`config.mk`:
```
export PLATFORM = sky130hd
export DESIGN_NAME = data_mem_ctrl
export DESIGN_NICKNAME = d
export VERILOG_FILES = /design/src/rtl/mem_pkg.sv /design/src/rtl/mem_lane_align.sv /design/src/rtl/data_mem_ctrl.sv
export SDC_FILE = /design/constraint.sdc
export NUM_CORES = 1
export LEC_CHECK = 0
export CORE_UTILIZATION = 45
export DETAILED_ROUTE_END_ITERATION = 6
export DONT_BUFFER_PORTS = 1
export PLACE_DENSITY = 0.59
export SLEW_MARGIN = 30
export SYNTH_ARGS = -nofsm -noshare
export SYNTH_HDL_FRONTEND = slang
export SYNTH_SLANG_ARGS = --single-unit
```
`constraint.sdc`:
```
create_clock -name clk -period 3.3 [get_ports clk]
set_input_delay 0.33 -clock clk [delete_from_list [all_inputs] [get_ports clk]]
set_output_delay 0.33 -clock clk [all_outputs]
set_load 0.005 [all_outputs]
```
`src/rtl/mem_pkg.sv`:
```
`default_nettype none
// +----------------------------------------------------------------------+
// | mem_pkg : shared encodings and helpers for the data memory controller |
// | Rev 1.0 - initial release                                             |
// +----------------------------------------------------------------------+
package mem_pkg;

  localparam logic [1:0] SIZE_BYTE = 2'b00;
  localparam logic [1:0] SIZE_HALF = 2'b01;
  localparam logic [1:0] SIZE_WORD = 2'b10;

  // Wide enough to hold RAM_LATENCY-1 for the full 1..7 latency range.
  localparam int LAT_CNT_W = 3;

  typedef enum logic [1:0] {
    ST_IDLE      = 2'd0,
    ST_READ_WAIT = 2'd1,
    ST_WRITE     = 2'd2,
    ST_RESP      = 2'd3
  } state_t;

  function automatic logic is_misaligned(input logic [1:0] size, input logic [1:0] lsb);
    case (size)
      SIZE_BYTE: return 1'b0;
      SIZE_HALF: return lsb[0];
      SIZE_WORD: return (lsb != 2'b00);
      default:   return 1'b1;
    endcase
  endfunction

endpackage
`default_nettype wire

```
`src/rtl/mem_lane_align.sv`:
```
`default_nettype none
// +----------------------------------------------------------------------+
// | mem_lane_align : little-endian load extract/extend and store merge    |
// | Rev 1.0 - initial release                                             |
// +----------------------------------------------------------------------+
module mem_lane_align
  import mem_pkg::*;
(
  input  logic [31:0] i_load_word,
  input  logic [1:0]  i_addr_lsb,
  input  logic [1:0]  i_size,
  input  logic        i_unsigned,
  input  logic [31:0] i_old_word,
  input  logic [31:0] i_wdata,
  output logic [31:0] o_load_data,
  output logic [31:0] o_store_word
);

  logic [7:0]  w_byte;
  logic [15:0] w_half;

  always_comb begin
    w_byte = i_load_word[7:0];
    case (i_addr_lsb)
      2'd0:    w_byte = i_load_word[7:0];
      2'd1:    w_byte = i_load_word[15:8];
      2'd2:    w_byte = i_load_word[23:16];
      default: w_byte = i_load_word[31:24];
    endcase
    w_half = i_addr_lsb[1] ? i_load_word[31:16] : i_load_word[15:0];
  end

  always_comb begin
    o_load_data = i_load_word;
    case (i_size)
      SIZE_BYTE: o_load_data = i_unsigned ? {24'h0, w_byte} : {{24{w_byte[7]}}, w_byte};
      SIZE_HALF: o_load_data = i_unsigned ? {16'h0, w_half} : {{16{w_half[15]}}, w_half};
      default:   o_load_data = i_load_word;
    endcase
  end

  always_comb begin
    o_store_word = i_old_word;
    case (i_size)
      SIZE_BYTE: begin
        case (i_addr_lsb)
          2'd0:    o_store_word[7:0]   = i_wdata[7:0];
          2'd1:    o_store_word[15:8]  = i_wdata[7:0];
          2'd2:    o_store_word[23:16] = i_wdata[7:0];
          default: o_store_word[31:24] = i_wdata[7:0];
        endcase
      end
      SIZE_HALF: begin
        if (i_addr_lsb[1]) o_store_word[31:16] = i_wdata[15:0];
        else               o_store_word[15:0]  = i_wdata[15:0];
      end
      default: o_store_word = i_wdata;
    endcase
  end

endmodule
`default_nettype wire

```
`src/rtl/data_mem_ctrl.sv`:
```
`default_nettype none
// +----------------------------------------------------------------------+
// | data_mem_ctrl : load/store controller with sub-word RMW over a RAM    |
// | Rev 1.0 - initial release                                             |
// +----------------------------------------------------------------------+
module data_mem_ctrl
  import mem_pkg::*;
#(
  parameter int RAM_LATENCY = 2
) (
  input  logic        clk,
  input  logic        rst,
  input  logic        req_valid,
  input  logic        req_write,
  input  logic [1:0]  req_size,
  input  logic        req_unsigned,
  input  logic [31:0] req_addr,
  input  logic [31:0] req_wdata,
  output logic        req_ready,
  output logic        resp_valid,
  output logic [31:0] resp_rdata,
  output logic        resp_error,
  output logic [31:0] ram_address,
  output logic [31:0] ram_data_in,
  output logic        ram_write_enable,
  input  logic [31:0] ram_data_out
);

  localparam logic [LAT_CNT_W-1:0] c_lat_load = LAT_CNT_W'(RAM_LATENCY - 1);

  state_t               r_state;
  state_t               w_state_nxt;
  logic [LAT_CNT_W-1:0] r_lat_cnt;
  logic [LAT_CNT_W-1:0] w_lat_cnt_nxt;

  logic [1:0]  r_addr_lsb;
  logic [1:0]  r_size;
  logic        r_unsigned;
  logic        r_write;
  logic [31:0] r_wdata;

  logic        r_resp_valid;
  logic [31:0] r_resp_rdata;
  logic        r_resp_error;
  logic [31:0] r_ram_address;
  logic [31:0] r_ram_data_in;
  logic        r_ram_we;

  logic        w_resp_valid_nxt;
  logic [31:0] w_resp_rdata_nxt;
  logic        w_resp_error_nxt;
  logic [31:0] w_ram_address_nxt;
  logic [31:0] w_ram_data_in_nxt;
  logic        w_ram_we_nxt;

  logic        w_accept;
  logic        w_req_misaligned;
  logic [31:0] w_load_data;
  logic [31:0] w_store_word;

  assign req_ready        = (r_state == ST_IDLE) && !rst;
  assign w_accept         = req_valid && req_ready;
  assign w_req_misaligned = is_misaligned(req_size, req_addr[1:0]);

  assign resp_valid       = r_resp_valid;
  assign resp_rdata       = r_resp_rdata;
  assign resp_error       = r_resp_error;
  assign ram_address      = r_ram_address;
  assign ram_data_in      = r_ram_data_in;
  assign ram_write_enable = r_ram_we;

  mem_lane_align u_lane_align (
    .i_load_word  (ram_data_out),
    .i_addr_lsb   (r_addr_lsb),
    .i_size       (r_size),
    .i_unsigned   (r_unsigned),
    .i_old_word   (ram_data_out),
    .i_wdata      (r_wdata),
    .o_load_data  (w_load_data),
    .o_store_word (w_store_word)
  );

  // Request fields are frozen at acceptance so the requester may move on.
  always_ff @(posedge clk) begin
    if (rst) begin
      r_addr_lsb <= 2'b00;
      r_size     <= SIZE_BYTE;
      r_unsigned <= 1'b0;
      r_write    <= 1'b0;
      r_wdata    <= 32'h0;
    end else if (w_accept) begin
      r_addr_lsb <= req_addr[1:0];
      r_size     <= req_size;
      r_unsigned <= req_unsigned;
      r_write    <= req_write;
      r_wdata    <= req_wdata;
    end
  end

  always_ff @(posedge clk) begin
    if (rst) begin
      r_state       <= ST_IDLE;
      r_lat_cnt     <= '0;
      r_resp_valid  <= 1'b0;
      r_resp_rdata  <= 32'h0;
      r_resp_error  <= 1'b0;
      r_ram_address <= 32'h0;
      r_ram_data_in <= 32'h0;
      r_ram_we      <= 1'b0;
    end else begin
      r_state       <= w_state_nxt;
      r_lat_cnt     <= w_lat_cnt_nxt;
      r_resp_valid  <= w_resp_valid_nxt;
      r_resp_rdata  <= w_resp_rdata_nxt;
      r_resp_error  <= w_resp_error_nxt;
      r_ram_address <= w_ram_address_nxt;
      r_ram_data_in <= w_ram_data_in_nxt;
      r_ram_we      <= w_ram_we_nxt;
    end
  end

  // Outputs are computed one state ahead so each lands registered in its state.
  always_comb begin
    w_state_nxt       = r_state;
    w_lat_cnt_nxt     = r_lat_cnt;
    w_resp_valid_nxt  = 1'b0;
    w_resp_rdata_nxt  = 32'h0;
    w_resp_error_nxt  = 1'b0;
    w_ram_address_nxt = r_ram_address;
    w_ram_data_in_nxt = 32'h0;
    w_ram_we_nxt      = 1'b0;

    case (r_state)
      ST_IDLE: begin
        w_ram_address_nxt = 32'h0;
        if (w_accept) begin
          if (w_req_misaligned) begin
            w_state_nxt      = ST_RESP;
            w_resp_valid_nxt = 1'b1;
            w_resp_error_nxt = 1'b1;
          end else if (req_write && (req_size == SIZE_WORD)) begin
            w_state_nxt       = ST_WRITE;
            w_ram_address_nxt = {req_addr[31:2], 2'b00};
            w_ram_data_in_nxt = req_wdata;
            w_ram_we_nxt      = 1'b1;
          end else begin
            w_state_nxt       = ST_READ_WAIT;
            w_lat_cnt_nxt     = c_lat_load;
            w_ram_address_nxt = {req_addr[31:2], 2'b00};
          end
        end
      end

      ST_READ_WAIT: begin
        if (r_lat_cnt == '0) begin
          if (r_write) begin
            w_state_nxt       = ST_WRITE;
            w_ram_data_in_nxt = w_store_word;
            w_ram_we_nxt      = 1'b1;
          end else begin
            w_state_nxt       = ST_RESP;
            w_resp_valid_nxt  = 1'b1;
            w_resp_rdata_nxt  = w_load_data;
            w_ram_address_nxt = 32'h0;
          end
        end else begin
          w_lat_cnt_nxt = r_lat_cnt - 1'b1;
        end
      end

      ST_WRITE: begin
        w_state_nxt       = ST_RESP;
        w_resp_valid_nxt  = 1'b1;
        w_ram_address_nxt = 32'h0;
      end

      default: begin
        w_state_nxt       = ST_IDLE;
        w_ram_address_nxt = 32'h0;
      end
    endcase
  end

endmodule
`default_nettype wire
```
-- Word level (Yosys, flattened, before mapping)
Cells that the tools add are included.
W data, S select, Z words.
- register bits: 142
- bits in latches: 0
- bits in writable memories: 0
- bits in read-only memories: 0
- input port bits: 103
- output and inout bits: 100
- logic and storage cells: 93
- memories kept: 0
- add/subtract/negate cells: 1
- $mul: 0
- divide/modulo/power cells: 0
- $lt $le $gt $ge: 0
- equality and inequality tests: 13
- shift-type cells: 0
- muxes and demuxes: 46
- bitwise logic cells: 3
- reduce and logical (&&, ||, !) cells: 17
- operator list (operator ; count):
    $mux W32 ; 11
    $pmux W32 S2 ; 4
    $mux W16 ; 3
    $mux W8 ; 4
    $pmux W8 S3 ; 1
    $mux W3 ; 4
    $ne A2 B2 Y1 const B ; 6
    $mux W1 ; 10
    $eq A2 B1 Y1 const B ; 4
    $logic_not A2 Y1 ; 4
    $mux W2 ; 4
    $eq A2 B2 Y1 const B ; 3
    $pmux W1 S3 ; 2
    $pmux W2 S3 ; 1
    $pmux W3 S2 ; 1
    $reduce_and A5 Y1 ; 1
    $reduce_and A2 Y1 ; 2
    $reduce_bool A2 Y1 ; 2
    $reduce_or A4 Y1 ; 1
    $logic_and A1 B1 Y1 ; 3
    $logic_not A3 Y1 ; 1
    $not A1 Y1 ; 3
    $reduce_or A3 Y1 ; 1
    $sub A3 B1 Y3 const B ; 1
    other kinds (3) ; 3

-- Depth between registers and ports, before layout
Gate-level depths: netlist of the first run.
- depth in word-level cells: 7
- gate-level depth with buffers: 10
- depth with buffers taken out: 6

-- Cells and area by module
Synthesis of the first run repeated with hierarchy kept, for this count alone.
- cell total of the unflattened synthesis: 715
- area, all modules: 6274.8 µm²
- modules (own cells, without submodules) (module ; instances ; cells each ; area an instance (µm²) ; seq. area each (µm²)):
    data_mem_ctrl ; 1 ; 475 ; 4762.1 ; 2802.7
    mem_lane_align ; 1 ; 240 ; 1512.7 ; 0.0

-- Worst setup path after synthesis of the first run
OpenSTA, ideal clock, no wires.
- kind: reg2reg
- start: register r_state[0]
- end: register r_ram_data_in[29], in the netlist ram_data_in[29]
- data arrival time: 1.809 ns
- required time: 3.175 ns
- setup slack: 1.366 ns
- cell stages (with the launch flop): 11
- buffers on the path: 4
- period minus slack after synthesis: 1.934 ns
- cell sequence: dfxtp_1 -> inv_1 -> ha_1 -> clkbuf_1 -> and3b_1 -> buf_2 -> and4_2 -> buf_2 -> buf_2 -> a32oi_1 -> o21ai_0
- longest elaborated chain between the ends: 5
- elaborated cells between the ends (all ways): 6
- RTL lines (what ; line ; source):
    start: declaration ; data_mem_ctrl.sv:31 ; state_t r_state;
    start signal: assignment ; data_mem_ctrl.sv:111 ; r_state <= w_state_nxt;
    $logic_not A2 Y1 ; data_mem_ctrl.sv:61, data_mem_ctrl.sv:133 ;
    $logic_and A1 B1 Y1 ; data_mem_ctrl.sv:61 ; assign req_ready = (r_state == ST_IDLE) && !rst;
    $logic_and A1 B1 Y1 ; data_mem_ctrl.sv:62 ; assign w_accept = req_valid && req_ready;
    $mux W32 ; data_mem_ctrl.sv:136 ; if (w_accept) begin
    $pmux W32 S2 (*) ; data_mem_ctrl.sv:133 ; case (r_state)
    end signal: assignment ; data_mem_ctrl.sv:117 ; r_ram_data_in <= w_ram_data_in_nxt;
    end: declaration ; data_mem_ctrl.sv:46 ; logic [31:0] r_ram_data_in;
Mark *: on every way between the ends. The rest lies on a longest branch, timed or not.
A chain may end at the register's enable or synchronous reset.

-- Worst setup path in the final report of the first run
- start: register r_size[0]
- end: register r_ram_data_in[18], in the netlist ram_data_in[18]
- longest elaborated chain between the ends: 5
- elaborated cells between the ends (all ways): 6
- RTL lines (what ; line ; source):
    start: declaration ; data_mem_ctrl.sv:37 ; logic [1:0] r_size;
    start signal: assignment ; data_mem_ctrl.sv:93 ; r_size <= req_size;
    $eq A2 B1 Y1 / $logic_not A2 Y1 (equally long branches) ; mem_lane_align.sv:44 ; case (i_size)
    $pmux W32 S2 (*) ; mem_lane_align.sv:44 ;
    $mux W32 (*) ; data_mem_ctrl.sv:156 ; if (r_write) begin
    $mux W32 (*) ; data_mem_ctrl.sv:155 ; if (r_lat_cnt == '0) begin
    $pmux W32 S2 (*) ; data_mem_ctrl.sv:133 ;
Marked as above.

==> results of run 1 <==
## where the power goes
group	switching, W	internal [W]
Sequential	0.000182	0.00187
Combinational	0.000565	0.000359
Clock	0.000689	0.00111
## metrics by stage
stage	util (%)	hold slack [ns]	total power, W
6_report	51.7	0.0155	0.00477
5_1_grt	51.7	0.00938	0.00500
4_1_cts	51.6	0.000946	0.00479
3_5_place_dp	46.7	0.406	0.00298
3_3_place_gp	46.6	0.403	0.00296
2_1_floorplan	-	0.417	0.00276
## sequential cells by signal, summed over array words and instances, names as in the netlist
name,cells
r_wdata,32
r_lat_cnt,3
ram_data_in,32
r_unsigned,1
resp_valid,1
r_state,2
ram_address,30
resp_rdata,32
r_write,1
r_size,2
ram_write_enable,1
resp_error,1
r_addr_lsb,2
## final cells by class
type	instances	area, sq um
flip-flops and latches	140	2800
well taps	172	215
clock buffers	25	495
multi-input cells	459	2770
fillers	1178	6100
repair buffers	15	138
inverters	10	37.5
clock inverters	6	61.3
## Yosys cell counts, drive strengths merged (10+ instances only)
cell type	n
dfxtp	140
nand2	126
nor2	48
o21ai	45
clkbuf	44
a22oi	37
a21oi	36
o22ai	31
buf	14
mux2i	11
a211oi	10
inv	10
## cells by family (layout without fill, tap and decap cells)
kind of cell	Yosys count	after routing	synth area share [%]
AOI/OAI and AO/OA	222	222	25.7
muxes	19	19	4.98
and+or+nand+nor	210	210	15.2
buffers and inverters	68	56	4.74
adders and majority gates	6	6	1.29
DFF	140	140	48.1
other	1	2	0.0643
## how the worst max path moves through the flow
stage	from	to	slack, ns
after CTS	r_state[1]	resp_rdata[30]	0.92
final	r_size[0]	ram_data_in[18]	0.97
after floorplan	r_state[0]	ram_data_in[29]	1.37
after global placement	r_state[1]	resp_rdata[26]	1.04
after global routing	r_state[1]	ram_address[23]	0.81
after detailed placement	r_state[1]	resp_rdata[30]	0.93
## what timing repair did
action	CTS	global route
hold buffers	6	0
setup buffers	0	0
endpoints found under the hold margin	45	0
## layout by cell type, fill, tap and decap left out, types with 3 or more instances in the layout
cell	n
sky130_fd_sc_hd__a22oi_1	37
sky130_fd_sc_hd__o22ai_1	31
sky130_fd_sc_hd__dlygate4sd3_1	5
sky130_fd_sc_hd__inv_1	9
sky130_fd_sc_hd__nor3_1	5
sky130_fd_sc_hd__nor2_1	47
sky130_fd_sc_hd__buf_4	9
sky130_fd_sc_hd__nand2_1	126
sky130_fd_sc_hd__clkbuf_16	17
sky130_fd_sc_hd__o31ai_1	4
sky130_fd_sc_hd__o41ai_1	3
sky130_fd_sc_hd__clkbuf_8	4
sky130_fd_sc_hd__o221ai_1	8
sky130_fd_sc_hd__mux2i_1	11
sky130_fd_sc_hd__a22o_1	8
sky130_fd_sc_hd__a21oi_1	35
sky130_fd_sc_hd__a211oi_1	10
sky130_fd_sc_hd__dfxtp_1	140
sky130_fd_sc_hd__ha_1	6
sky130_fd_sc_hd__nand2b_1	4
sky130_fd_sc_hd__a21o_1	8
sky130_fd_sc_hd__a32oi_1	8
sky130_fd_sc_hd__mux4_2	8
sky130_fd_sc_hd__o2bb2ai_1	8
sky130_fd_sc_hd__nand3_1	5
sky130_fd_sc_hd__clkbuf_1	4
sky130_fd_sc_hd__clkinv_2	3
sky130_fd_sc_hd__o21ai_0	44
sky130_fd_sc_hd__o22a_1	8
sky130_fd_sc_hd__and3_1	8
## routing by layer
metal  share of wire, %  global-route usage (%)
met1                 42                    34.7
met2                 45                    39.0
met3                9.0                    7.69
met4                3.2                    13.7
met5                  0                       0
==> flow_results.org, run 1 <==
** Critical path
- In this run the number of cells on the critical path is 5.
- The worst setup path is launched from a register.
- The worst register-to-register path ends at ram_data_in[18].
- The signal on the critical path passes through nand2b_1, buf_4, nand2_1, a211oi_1, o22ai_1.
- The startpoint identified for the worst register-to-register timing path is r_size[0].
- For flop-to-flop paths, the worst setup slack is 0.97 ns.
- Number of cells traversed by the worst register-to-register path :: 5
- CP Capture Type :: register
- Slowest stage delay, CP :: 0.97 ns
- Master of the slowest instance on the critical path :: sky130_fd_sc_hd__dfxtp_1
- Critical path fanouts, max :: 25
- In this design, the largest share of critical-path delay is due to flip-flops.
- Data on the critical path is required at its endpoint by 3.59 ns.
- Crit path arrival time :: 2.62 ns
- Kind of critical path :: register to register
- Counting both buffers and inverters, the worst setup path holds a total of 1.

** Clock tree
- In this run the deepest clock path goes through 2 buffers.
- Clock buffer count from CTS :: 17
- Gates resized during post-CTS repair numbered 0.
- Clock Latency Late Sink :: 0.42 ns
- Number of levels in the clock H-tree :: 4
- Clock tree synthesis selected as its root buffer the cell sky130_fd_sc_hd__clkbuf_16.
- Clock-pin slew on the worst setup and hold paths :: 0.06 ns
- TritonCTS clock tree :: built
- The clock drives 140 sinks.

** Final layout
- Post-layout instance area :: 0.00652 sq mm
- Fraction of final layout cells sized beyond drive strength 1 :: 9.01%
- Final std cells w/o fill :: 827
- Diode count :: 0
- The final layout contains 752 nets.
- The area growth from synthesis to layout is 11.9%.

** Routing
- Remaining routing DRC violations :: 0
- Number of nets with antenna violations after routing :: 0
- Dividing the detail-routed via count by the number of cells gives 6.03.
- Via count :: 4990
- Post-DR wirelength/cell :: 21.0 microns
- Drt initial violations :: 545
- Drt total wl :: 17.4 mm
- Drt pass-1 iters :: 5

** Timing
- Pins over their slew limit :: 0
- Setup TNS :: 0 ns
- For the pin with the worst max-slew slack, the measured transition is 0.999 ns.
- The hold violation count in the final report is 0.
- Setup repair after global routing left no endpoint under its margin.
- Final Critical Period :: 2.33 ns
- The final critical path takes up 70.7% of the cycle.
- Timing would allow up to 429 MHz.
- For the final database, setup skew stands at 0.00663 ns.
- Headroom to the max-slew limit :: 33.3%
- Setup violations remaining at the end of the flow were counted as 0.
- Worst Slack Setup Final :: 0.968 ns

** Placement
- Detailed placement ended at an HPWL of 12.3 mm.
- Placed Instances :: 790
- Cell Area, Placed :: 0.00589 sq mm
- Buffers placed on the I/O ports in this run total 0.
- The congestion estimate from routability-driven global placement came to 0.947.
- Minimum setup slack after placement :: 0.933 ns

** Worst hold path
- Hold path depth :: 2
- Min-Delay Path Class :: input port to register
- Hold_sp :: req_wdata[12]
- Hold path endpoint :: ram_data_in[12]

** Global route
- Pin count of the biggest net entering global routing :: 44
- The number of antenna violations at the first check in global routing came to 0.
- Global-route usage over all layers :: 26.3%
- The number of global-route vias before repair came to 4643.
- For this run the aggregate overflow at the end of global routing stands at 0.
- The first global-routing pass estimated 26.2 mm of wire.

** Logic synthesis
- Sequential cells were found to cover 48.1% of the synthesized design area.
- Gate count after technology mapping :: 666
- Post-synthesis register bit count :: 140
- Dominant cell type by area after synthesis :: sky130_fd_sc_hd__dfxtp_1
- Top flip-flop cell by instance count after synthesis :: sky130_fd_sc_hd__dfxtp_1
- For this run, the number of Yosys warnings is 0.
- Sorting the synthesized cells by area gives the leading types as sky130_fd_sc_hd__dfxtp_1, sky130_fd_sc_hd__nand2_1, sky130_fd_sc_hd__a22oi_1, sky130_fd_sc_hd__o21ai_0, sky130_fd_sc_hd__o22ai_1.
- Counting flops with an async set or reset pin after synthesis yields a share of 0%.
- The mapped netlist covers 0.00583 sq mm.
- Synth Area per Inst :: 8.75 sq um
- Counting flops with a built-in enable in the synthesized netlist gives 0.
- The synthesized netlist contains 48 unique library cells.
- Area share of the largest cell type after synthesis :: 48.1%

** Floorplan
- The die is 116 microns wide.
- Effective utilization at floorplan :: 46.2%
- The die covers 0.0134 sq mm.
- The floorplan has 41 rows.
- Area inside the core boundary :: 0.0126 sq mm
- For this design the top-level I/O count stands at 203.
- The die is 116 microns tall.

** Pwr
- The worst-case IR drop observed on VDD is 0.330 mV.
- Standby leakage power :: 2.37 nW
- Power spread over the standard cell area amounts to 732 mW/mm^2.

** Outcome
- Result of the run :: finished, final reports clean

** Job
- Max-cap violations in this run came to 0.
(Power assumes the default switching activity.)
==> run 2: changes to the inputs <==
- clock period: 3.3 -> 2.3 ns (I/O delays scaled with it)
==> run 2 against run 1 <==
Sequential power is 41% higher. Worst setup slack worse by 0.67 ns. Combinational power is 70% higher. Wire length is 7.7% higher. Non-clock buffer count is 93 higher. Global-route usage is 1.7 points higher. Critical path depth is 1 higher. Fmax is 16% higher. Sequential share of layout area is 5.8 points lower. Clock skew is 0.010 ns higher. Cell area is 16% higher. Clock power is 69% higher.
==> flow_results.org, run 2 (synthesized netlist as in run 1, its figures left out) <==
** Routing
- Drt initial violations :: 468
- Post-DR wirelength/cell :: 20.3 microns
- Number of nets with antenna violations after routing :: 0
- The routed design has 18.7 mm of wire.
- The pre-antenna-repair detailed-routing pass consisted of 5 iterations.
- Via count :: 5431
- In the routed design, unresolved DRC markers number 0.
- After detailed routing, the number of vias per cell comes to 5.90.

** Job
- Max-cap violations in this run came to 0.

** Placement
- Cell Area, Placed :: 0.00594 sq mm
- GPL Wtd Cong :: 0.881
- Estimated wirelength of the detail-placed design :: 12.4 mm
- Count of input and output buffers :: 0

** Critical path
- For flop-to-flop paths, the worst setup slack is 0.30 ns.
- For the worst setup path, the data required time is 2.67 ns.
- Critical path fanouts, max :: 30
- Measured in cells, the most critical reg-to-reg path has a length of 6.
- Startpoint of the worst-slack reg-to-reg timing path :: r_state[1]
- The critical path in this run is classified as register to register.
- Startpoint of the worst setup timing path :: r_state[1]
- Cells along the critical path :: inv_1, ha_1, and3b_2, o221a_4, a22oi_1, nor2_1
- The largest single stage delay on the critical path is 0.50 ns.
- STA puts the critical path data arrival time at 2.37 ns.
- End of the critical path :: ram_address[8]
- Endpoint of the lowest-slack register-to-register path :: ram_address[8]
- The worst setup path is captured at a register.
- Master of the slowest instance on the critical path :: sky130_fd_sc_hd__o221a_4
- Startpoint types :: register

** Outcome
- The run finished with clean final reports.

** Clock tree
- Clock root buffer :: sky130_fd_sc_hd__clkbuf_16
- Clock Latency Late Sink :: 0.43 ns
- Clock buffer count from CTS :: 17
- The H-tree was split into 4 levels.
- After clock tree synthesis, the clock-pin slew on the worst setup and hold paths is 0.06 ns.
- Number of sinks handled by clock tree synthesis :: 140
- TritonCTS clock tree :: built
- In this run the post-CTS setup repair buffer count came out at 0.
- The clock passes through at most 2 buffers.

** Global route
- Initial antenna violation count :: 0
- Vias in the first global route :: 5076
- First-pass GRT wire length :: 28.0 mm
- For this run the aggregate overflow at the end of global routing stands at 0.
- Entering global routing, the biggest net connects 49 pins.
- Global routing consumed, over all layers together, 28.0% of the routing resources.

** Floorplan
- The region available for standard cell placement spans 0.0126 sq mm.
- The floorplan step defined a die boundary enclosing 0.0134 sq mm.
- Height of the chip :: 116 microns
- For this configuration, the core starts out at a cell density of 46.2%.
- The floorplan step set the die width to 116 microns.
- 203 I/O pins were placed.
- Number of rows in the core area :: 41

** Final layout
- The finished cells cover 0.00754 sq mm.
- Leading cell type in the layout, fill and taps excluded :: sky130_fd_sc_hd__dfxtp_1
- Fraction of final layout cells sized beyond drive strength 1 :: 9.08%
- From synthesis to final layout, the design area changed by 29.4%.
- The filler cells instantiated in the layout total 1103.
- Diode count :: 0
- The library cells used most frequently in the layout, excluding fill and tap cells, are sky130_fd_sc_hd__dfxtp_1, sky130_fd_sc_hd__nand2_1, sky130_fd_sc_hd__dlygate4sd3_1.
- After the last flow step, the layout net total stands at 845.

** Timing
- Unrepaired setup endpoints after global routing :: false
- Worst Skew :: 0.0168 ns
- Setup TNS :: 0 ns
- Pins over their slew limit :: 0
- In the finished design, the share of the clock period the worst path needs comes to 87.1%.
- Headroom to the max-slew limit :: 53.0%
- For the pin with the worst max-slew slack, the measured transition is 0.705 ns.
- Setup violations remaining at the end of the flow were counted as 0.
- The hold violation count in the final report is 0.
- Final Critical Period :: 2.00 ns
- Highest achievable clock rate :: 499 MHz

** Pwr
- The analysis attributes to cell leakage a power of 2.81 nW.
- Power density of the placed cells :: 993 mW/mm^2
- IR analysis of the VDD net gives a maximum drop of 0.437 mV.

** Worst hold path
- Min-Delay Path Class :: input port to register
## run 2: cell types whose count changed in the layout (fill, tap and decap cells not counted), sizes merged
| cell | previous run | this run |
|---|---|---|
| dlygate4sd3 | 5 | 91 |
| clkbuf | 25 | 21 |
| buf | 10 | 17 |
| bufinv | 1 | 5 |
| clkinvlp | 1 | 2 |
## run 2: where the power goes
group	internal [W]	total (W)	leakage [nW]	switching (W)
Combinational	0.000645	0.00157	1.35	0.000920
Sequential	0.00268	0.00289	1.14	0.000208
Clock	0.00201	0.00304	0.319	0.00104
## run 2: what timing repair did
item                                    4_1_cts  5_1_grt
resized for setup                             0        2
endpoints found under the hold margin       127        0
hold buffers                                 92        0
endpoints found under the setup margin        0       33
## run 2: routing by layer
| layer | up-vias | global-route usage, % | wire, microns |
|---|---|---|---|
| met5 | - | 0 | 0 |
| met4 | 0 | 11.7 | 482 |
| met3 | 36 | 9.36 | 1780 |
| met2 | 305 | 43.9 | 8850 |
| met1 | 2547 | 35.4 | 7620 |
| li1 | 2543 | - | - |
## run 2: area by class of cell
| type | instances | area (sq um) | share of cell area, % |
|---|---|---|---|
| clock inverters | 11 | 189 | 2.50 |
| flip-flops and latches | 140 | 2800 | 37.1 |
| inverters | 10 | 37.5 | 0.498 |
| multi-input cells | 459 | 2780 | 36.8 |
| clock buffers | 21 | 470 | 6.24 |
| repair buffers | 108 | 1050 | 13.9 |
| well taps | 172 | 215 | 2.85 |
## run 2: worst max-delay path, delay by kind of cell (launching register included)
| kind | cells | cell delay, ns |
|---|---|---|
| AOI/OAI and AO/OA | 2 | 0.64 |
| and+or+nand+nor | 2 | 0.57 |
| adders and majority gates | 1 | 0.30 |
| buffers and inverters | 1 | 0.09 |
| DFF | 1 | 0.34 |
## run 2: worst min-delay path by stage
stage                               start              to  slack, ns  depth (start not counted)
after floorplan              req_unsigned      r_unsigned       0.33                          2
final                     ram_data_out[2]  ram_data_in[2]      0.004                          2
after global placement                rst     r_wdata[27]       0.30                          1
after CTS                 ram_data_out[2]  ram_data_in[2]      0.004                          2
after global routing      ram_data_out[2]  ram_data_in[2]       0.02                          2
after detailed placement              rst     r_wdata[29]       0.31                          1
## run 2: stage by stage
stage / instances / hold WS [ns] / util, % / power, W / worst slack (ns)
detailed placement: 797 / 0.307 / 47.1 / 0.00431 / 0.131
global placement: 797 / 0.304 / 47.1 / 0.00426 / 0.280
CTS: 921 / 0.00367 / 59.7 / 0.00749 / 0.116
global route: 921 / 0.0214 / 59.8 / 0.00784 / 0.0952
floorplan: 667 / 0.329 / - / 0.00395 / 0.366
finish: 921 / 0.00366 / 59.8 / 0.00749 / 0.297
